`src/rtl/vcb_mod_updown.sv`:
```
// Modulo-MODULUS up/down binary counter with clock enable, sync clear, parallel load,
// cascade outputs (TC/CEO) and a registered one-cycle wrap pulse.
module vcb_mod_updown #(
   parameter int unsigned WIDTH   = 4,
   parameter int unsigned MODULUS = 16
) (
   input  logic             clk,
   input  logic             r,
   input  logic             ce,
   input  logic             clr,
   input  logic             ld,
   input  logic [WIDTH-1:0] d,
   input  logic             up,
   output logic [WIDTH-1:0] Q,
   output logic             TC,
   output logic             CEO,
   output logic             WRAP
);

   localparam logic [WIDTH-1:0] MaxVal = WIDTH'(MODULUS - 1);

   logic [WIDTH-1:0] count_q, count_d;
   logic             wrap_q, wrap_d;
   logic             at_max, at_zero;
   logic [WIDTH-1:0] load_val;

   assign at_max  = (count_q == MaxVal);
   assign at_zero = (count_q == '0);

   // Out-of-range load values saturate so Q can never leave 0..MODULUS-1.
   assign load_val = (d > MaxVal) ? MaxVal : d;

   always_comb begin
      count_d = count_q;
      wrap_d  = 1'b0;
      if (clr) begin
         count_d = '0;
      end else if (ld) begin
         count_d = load_val;
      end else if (ce) begin
         if (up) begin
            if (at_max) begin
               count_d = '0;
               wrap_d  = 1'b1;
            end else begin
               count_d = count_q + 1'b1;
            end
         end else begin
            if (at_zero) begin
               count_d = MaxVal;
               wrap_d  = 1'b1;
            end else begin
               count_d = count_q - 1'b1;
            end
         end
      end
   end

   always_ff @(posedge clk or negedge r) begin
      if (!r) begin
         count_q <= '0;
         wrap_q  <= 1'b0;
      end else begin
         count_q <= count_d;
         wrap_q  <= wrap_d;
      end
   end

   assign Q    = count_q;
   assign WRAP = wrap_q;
   assign TC   = up ? at_max : at_zero;
   assign CEO  = ce & TC;

endmodule

```
`config.mk`:
```
export PLATFORM = sky130hd
export DESIGN_NAME = vcb_mod_updown
export DESIGN_NICKNAME = d
export VERILOG_FILES = /design/src/rtl/vcb_mod_updown.sv
export SDC_FILE = /design/constraint.sdc
export NUM_CORES = 1
export LEC_CHECK = 0
export CAP_MARGIN = 20
export CORE_AREA = 2 2 39 41
export DETAILED_ROUTE_END_ITERATION = 12
export DIE_AREA = 0 0 41 43
export SKIP_LAST_GASP = 1
export SYNTH_ARGS = -nofsm -noshare
export SYNTH_HDL_FRONTEND = slang
export SYNTH_SLANG_ARGS = --single-unit
```
`constraint.sdc`:
```
create_clock -name clk -period 1.91 [get_ports clk]
set_clock_uncertainty 0.15 [all_clocks]
set_input_delay 0.382 -clock clk [delete_from_list [all_inputs] [get_ports clk]]
set_output_delay 0.382 -clock clk [all_outputs]
set_load 0.05 [all_outputs]
```
# [Word-level counts from Yosys, hierarchy flattened]
# Cells that the tools add are included.
[word_totals] register_bits=5 latch_bits=0 mem_bits_rw=0 rom_bits=0 in_bits=10 output_inout_bits=7 word_cells=23 n_memories=0
[op_classes] add_sub_neg=2 n_mul=0 div_mod_pow=0 n_lt_le_gt_ge=1 eq_ne=1 n_shift=0 muxes=14 bitwise_logic=1 reduce_logical=2
[ops] op="$mux W4" n=7
[ops] op="$mux W1" n=7
[ops] op="$add A4 B1 Y4 const B" n=1
[ops] op="$eq A4 B4 Y1 const B" n=1
[ops] op="$gt A4 B4 Y1 const B" n=1
[ops] op="$logic_not A4 Y1" n=1
[ops] op="$sub A4 B1 Y4 const B" n=1
[ops] op="$reduce_bool A3 Y1" n=1
[ops] op="$and A1 B1 Y1" n=1

# [Depth between registers and ports, before layout]
# Gate-level depths: netlist (run 1).
[logic_depth] depth_word=6 depth_mapped=6 ltp_nobuf=6

# [Worst setup path before layout (run 1)]
# Ideal clock, no wire load.
[synth_timing] kind="reg2out" startpoint="register count_q[1], in the netlist Q[1]" endpoint="output CEO" arrival_time_ns=2.804 required_time_ns=1.378 slack_ns=-1.426 path_stages_with_launch=6 path_buffers=0 path_cell_list="dfrtp_1 inv_1 ha_1 nand2b_1 o31ai_1 and2_1"
[synth_between] elab_chain_cells=3
[synth_rtl] item="from (decl)" line="22" rtl="logic [WIDTH-1:0] count_q, count_d;"
[synth_rtl] item="from (signal assigned)" line="64" rtl="count_q <= count_d;"
[synth_rtl] item="$eq A4 B4 Y1 / $logic_not A4 Y1 (equally long branches)" line="27, 28"
[synth_rtl] item="$mux W1 *" line="71" rtl="assign TC = up ? at_max : at_zero;"
[synth_rtl] item="net TC" line="15" rtl="output logic TC,"
[synth_rtl] item="$and A1 B1 Y1 *" line="72" rtl="assign CEO = ce & TC;"
[synth_rtl] item="to (decl)" line="16" rtl="output logic CEO,"
# Mark *: on every way through the listed nets, which the timed path passes. The rest lies on a longest branch.

# [Worst setup path after layout (run 1)]
[layout_timing] startpoint="register count_q[1], in the netlist Q[1]" endpoint="output CEO"
[layout_between] elab_chain_cells=3
[layout_rtl] item="$eq A4 B4 Y1 / $logic_not A4 Y1 (equally long branches)" line="27, 28"
[layout_rtl] item="$mux W1 *" line="71"
[layout_rtl] item="$and A1 B1 Y1 *" line="72"
# Every way passes the cells marked *; elsewhere a longest branch is shown, timed or not.

==> results of run 1 <==
[routing by layer]
metal,GRT usage (%),part of all wire [%],vias to the layer above
met5,0,0,-
met4,8.00,0,0
met3,4.71,3.3,0
met2,20.6,51,9
met1,16.6,46,198
li1,-,-,236
[state kept, by name, summed over array words and instances (netlist names)]
signal and count:
Q 4, WRAP 1
[what timing repair did]
| item | in CTS | in global routing |
|---|---|---|
| endpoints found under the hold margin | 0 | 0 |
| gates resized for setup | 2 | 0 |
| endpoints found under the setup margin | 2 | 2 |
| pin swaps | 3 | 0 |
| hold buffers | 0 | 0 |
| buffers inserted | 5 | 2 |
[through the flow]
step                      total power, mW  util (%)  setup WS (ns)  setup TNS (ns)
after floorplan                     0.230         -         -0.386          -0.661
after global placement              0.309      50.0         -0.111          -0.292
after detailed placement            0.309      50.0         -0.116          -0.343
after CTS                           0.445      54.8        -0.0875          -0.134
after global routing                0.474      55.9         -0.156          -0.268
final                               0.444      55.9        -0.0789          -0.116
[cell families after synthesis]
group                      share of synthesized area [%]
AOI/OAI and AO/OA                                   27.4
and+or+nand+nor                                     16.2
buffers and inverters                               7.32
DFF                                                 30.5
adders and majority gates                           9.15
xor gates and xnor gates                            4.27
muxes                                               5.18
[power groups by stage]
stage | Sequential (mW) | Combinational (mW) | Clock, mW
after floorplan | 0.150 | 0.0803 | 0
after global placement | 0.127 | 0.182 | 0
after detailed placement | 0.127 | 0.182 | 0
after CTS | 0.123 | 0.196 | 0.126
after global routing | 0.124 | 0.214 | 0.136
final | 0.123 | 0.200 | 0.121
[worst max-delay path by stage]
stage | to | start
floorplan | CEO | Q[1]
global placement | CEO | up
detailed placement | CEO | up
CTS | CEO | Q[0]
global route | CEO | Q[0]
finish | CEO | Q[1]
[worst reg2reg max path, stage by stage (launching register included)]
cell     delay [ns]
dfrtp_2        0.40
inv_2          0.06
buf_4          0.13
or4_1          0.52
a21bo_1        0.19
a41oi_2        0.17
[layout by cell type (no fill, tap or decap), types with 2 or more instances in the layout]
cell             count
dfrtp_2              2
buf_12               3
clkbuf_4             3
buf_4               17
nand2_1              5
a21oi_1              7
xor2_1               2
clkdlybuf4s50_1      8
o21ai_0              2
ha_1                 2
dfrtp_1              3
inv_1                4
nor2_1               2
[layout make-up]
class                      instances  area, sq um  area share, %
clock inverter                     1         5.00          0.647
inverter                           6         25.0           3.24
multi-input combinational         36          297           38.3
tap                               16         20.0           2.59
clock buffer                       3         22.5           2.91
sequential                         5          128           16.5
timing repair buffer              29          277           35.8
==> out/metrics.csv, run 1 <==
stage,metric,value,unit
setup_path,Worst Setup End Kind,primary output,
setup_path,worst r2r src,Q[0],
setup_path,FF-to-FF setup slack,0.22,ns
placed_design,Post-DP Area,692,sq um
floorplan,die width,41,um
logic_synthesis,#FFs+latches synth,5,
power,PwrDens,574,nW/um^2
detailed_routing,Residual DRC,0,
power,leakage,0.359,nW
detailed_routing,drt total wl,1020,um
setup_path,CP Buf/Inv Count,2,
power,Clock Power Share,27.2,%
floorplan,Chip Height,43,um
logic_synthesis,Yosys Warn Count,0,
logic_synthesis,Cells after Synth,49,
grt,total gr overflow,0,
flow_run,max-cap violations,0,
detailed_routing,Avg Vias per Cell,4.61,
detailed_routing,via count,443,
final_layout,layout cells sized above 1,43.8,%
final_layout,fill count,127,
grt,initial antenna violation count,0,
power,VDD IR max,0.363,mV
floorplan,DIE AREA,1760,sq um
setup_path,Worst setup SP type,flop,
setup_path,slowest CP cell,dfrtp_2,
final_layout,fin cells,96,
cts,Worst-Skew Late Latency,0.24,ns
outcome,failing checks,setup timing,
placed_design,DP Wirelength,754,um
timing,max-slew violations,0,
logic_synthesis,"area leader, netlist",dfrtp_1,
setup_path,"CP delay by family, top",flip-flops,
logic_synthesis,sequential area share after synthesis,30.5,%
detailed_routing,DR pass1 iterations,3,
cts,CTS tree,built,
timing,# setup viols final,2,
logic_synthesis,main flop type after synthesis,dfrtp_1,
logic_synthesis,mapped cell area,410,sq um
setup_path,largest stage delay on the critical path,0.44,ns
grt,first-pass GRT wire length,1640,um
setup_path,Critical Path AT,1.46,ns
grt,GRT Resource Usage Total,13.9,%
final_layout,antenna diode count,0,
timing,final hold violations,0,
detailed_routing,WL/cell,10.6,um
outcome,status,finished with violations,
floorplan,num rows,14,
logic_synthesis,Post-Syn Area per Cell,8.38,sq um
timing,Slew headroom,82.8,%
setup_path,cell depth of the worst setup path,6,
setup_path,critical path class,flop to primary output,
cts,clock transition at the registers of the reported paths,0.05,ns
timing,final worst slack,-0.0789,ns
setup_path,"Cell Chain, Critical Path",inv_4 -> ha_4 -> nand2b_4 -> o31ai_4 -> and2_4 -> buf_12,
timing,period utilization,104,%
timing,Worst-Margin Slew,0.256,ns
cts,clock sinks,5,
logic_synthesis,top-count cell post-synth,a21oi_1,
final_layout,Area Growth Syn to Fin,88.4,%
logic_synthesis,share of the synthesized area in the top cell type,30.5,%
grt,vias in the first global route,405,
placed_design,Buffers on Ports,16,
detailed_routing,antenna-violating nets left,0,
setup_path,r2r endpoint,Q[3],
final_layout,post-route cell area,773,sq um
logic_synthesis,Post-Syn Nets,62,
cts,H-tree Lvls,1,
logic_synthesis,synth top area cells,"dfrtp_1 30%, ha_1 9.1%, a21oi_1 8.5%",
setup_path,Crit Path Max Fanout,3,
hold_path,worst hold-check path type,primary input to asynchronous set/reset pin,
final_layout,Layout Nets,94,
logic_synthesis,Post-synth EDFFs,0,
power,Logic pwr share,45.0,%
floorplan,core area,1380,sq um
floorplan,num ports,17,
logic_synthesis,count of cell types in the netlist,23,
cts,clock buffer count from CTS,3,
grt,largest net degree at the start of global routing,8,
timing,RSZ-0062 raised after global routing,yes,
power,Reg power frac,27.8,%
logic_synthesis,ys async rst share,100,%
power,Sw Pwr,152,uW
timing,maximum clock rate,0.503,GHz
placed_design,gp weighted congestion,0.702,
detailed_routing,DRT iter0 DRCs,5,
placed_design,Placed Instances,85,
cts,CTS root buf,clkbuf_4,
power,Int Pwr,292,uW
setup_path,worst r2r path cells,5,
setup_path,Crit path required time,1.38,ns
cts,CTS max path bufs,2,
floorplan,initial core utilization,29.7,%
timing,Fin Hold WS,0.203,ns
logic_synthesis,"top cells by count, synth","7 x a21oi_1, 5 x dfrtp_1, 5 x inv_1, 5 x nand2_1, 3 x ha_1",
timing,Final min period,1.99,ns
power,Switching Fraction,34.2,%
Note: power is estimated with default switching activity, not from simulation.
==> run 2: changes to the inputs <==
--- a/config.mk
+++ b/config.mk
@@ -9,7 +9,9 @@
 export CORE_AREA = 2 2 39 41
 export DETAILED_ROUTE_END_ITERATION = 12
 export DIE_AREA = 0 0 41 43
+export RECOVER_POWER = 100
 export SKIP_LAST_GASP = 1
 export SYNTH_ARGS = -nofsm -noshare
 export SYNTH_HDL_FRONTEND = slang
 export SYNTH_SLANG_ARGS = --single-unit
+export TNS_END_PERCENT = 100
==> run 2 against run 1 <==
Effect of this change: the run still ends with setup timing left; combinational power decreased by 3%; largest power group unchanged; utilization shrank 1.2 points; worst setup slack got worse by 0.0032 ns; global-route usage unchanged; largest cell class unchanged; highest routed layer unchanged; clock power barely moved; sequential power about the same; critical path depth unchanged.
==> out/metrics.csv, run 2 (synthesis gave the netlist of run 1 again) <==
stage,metric,value,unit
placed_design,Post-DP Area,692,sq um
setup_path,worst r2r path cells,5,
final_layout,fin cells,96,
final_layout,layout cells sized above 1,40.0,%
setup_path,Crit path required time,1.38,ns
detailed_routing,DR pass1 iterations,3,
floorplan,Chip Height,43,um
outcome,status,finished with violations,
grt,first-pass GRT wire length,1640,um
floorplan,num ports,17,
cts,Worst-Skew Late Latency,0.24,ns
cts,clock transition at the registers of the reported paths,0.05,ns
timing,max-slew violations,0,
detailed_routing,Residual DRC,0,
cts,CTS max path bufs,2,
floorplan,core area,1380,sq um
detailed_routing,WL/cell,10.7,um
placed_design,gp weighted congestion,0.702,
timing,period utilization,104,%
final_layout,max reg flops,4,
power,VDD IR max,0.358,mV
cts,clock sinks,5,
final_layout,post-route cell area,757,sq um
final_layout,final core occ,54.7,%
timing,Final min period,1.99,ns
setup_path,worst r2r src,Q[0],
cts,CTS root buf,clkbuf_4,
cts,CTS tree,built,
cts,H-tree Lvls,1,
placed_design,Placed Instances,85,
floorplan,die width,41,um
setup_path,r2r endpoint,Q[3],
outcome,failing checks,setup timing,
cts,clock buffer count from CTS,3,
power,PwrDens,579,nW/um^2
detailed_routing,drt total wl,1030,um
power,leakage,0.346,nW
floorplan,initial core utilization,29.7,%
setup_path,FF-to-FF setup slack,0.22,ns
final_layout,"leading cell type in the layout, fill and taps excluded",buf_4,
final_layout,Layout Nets,94,
timing,Slew headroom,60.5,%
setup_path,Crit Path Max Fanout,3,
timing,Worst-Margin Slew,0.595,ns
grt,GRT Resource Usage Total,13.9,%
grt,total gr overflow,0,
final_layout,Reg area,128,sq um
placed_design,pre-CTS setup slack,-0.116,ns
final_layout,fill count,133,
detailed_routing,antenna-violating nets left,0,
grt,largest net degree at the start of global routing,8,
final_layout,most frequent cells in the layout,"12 x buf_4, 7 x a21oi_1, 6 x clkdlybuf4s50_1",
flow_run,max-cap violations,0,
placed_design,Buffers on Ports,16,
floorplan,num rows,14,
setup_path,Worst Setup End Kind,primary output,
floorplan,DIE AREA,1760,sq um
timing,final worst slack,-0.0820,ns
setup_path,Worst setup SP type,flop,
setup_path,critical path class,flop to primary output,
hold_path,worst hold-check path type,primary input to asynchronous set/reset pin,
setup_path,Critical Path AT,1.46,ns
grt,initial antenna violation count,0,
final_layout,Area Growth Syn to Fin,84.5,%
final_layout,multi-input logic area,297,sq um
timing,Fin Hold WS,0.273,ns
timing,final hold violations,0,
placed_design,DP Wirelength,754,um
timing,# setup viols final,2,
timing,maximum clock rate,0.502,GHz
timing,RSZ-0062 raised after global routing,yes,
detailed_routing,Avg Vias per Cell,4.63,
cts,Hold Buf Count CTS,0,
grt,vias in the first global route,405,
final_layout,antenna diode count,0,
detailed_routing,via count,444,
detailed_routing,DRT iter0 DRCs,5,
## run 2: worst max-delay path, stage by stage (launching register included)
cell,delay (ns)
dfrtp_2,0.44
inv_4,0.08
ha_4,0.14
nand2b_4,0.06
o31ai_4,0.18
and2_4,0.19
buf_12,0.13
## run 2: how the worst max path moves through the flow
stage	from	to	slack [ns]
final	Q[1]	CEO	-0.08
after detailed placement	up	CEO	-0.12
after CTS	Q[0]	CEO	-0.09
after global placement	up	CEO	-0.11
after floorplan	Q[1]	CEO	-0.39
after global routing	Q[0]	CEO	-0.16
## run 2: power breakdown
group	switching, mW	internal (mW)	leakage, nW
logic	0.0974	0.0968	0.265
clock network	0.0447	0.0758	0.0177
registers	0.00977	0.114	0.0633
## run 2: repair_timing
item,in CTS,in global routing
endpoints found under the setup margin,2,2
pin swaps,3,0
setup buffers,5,2
gates resized for setup,2,0
## run 2: routing by layer
metal / wire length, um / share of wire, % / global-route usage (%) / up-vias
met1: 472 / 46 / 16.6 / 199
li1: - / - / - / 236
met2: 519 / 51 / 20.6 / 9
met3: 34 / 3.3 / 4.71 / 0
met5: 0 / 0 / 0 / -
met4: 0 / 0 / 8.00 / 0
## run 2: cell type report
class / count / share of cell area (%)
multi-input combinational: 36 / 39.2
timing repair buffer: 29 / 34.4
tap: 16 / 2.64
inverter: 6 / 3.31
clock buffer: 3 / 2.98
sequential: 5 / 16.9
clock inverter: 1 / 0.661
## run 2: through the flow
| stage | power (mW) | setup TNS (ns) |
|---|---|---|
| 3_5_place_dp | 0.309 | -0.343 |
| 2_1_floorplan | 0.230 | -0.661 |
| 3_3_place_gp | 0.309 | -0.292 |
| 5_1_grt | 0.468 | -0.268 |
| 6_report | 0.438 | -0.123 |
| 4_1_cts | 0.445 | -0.134 |
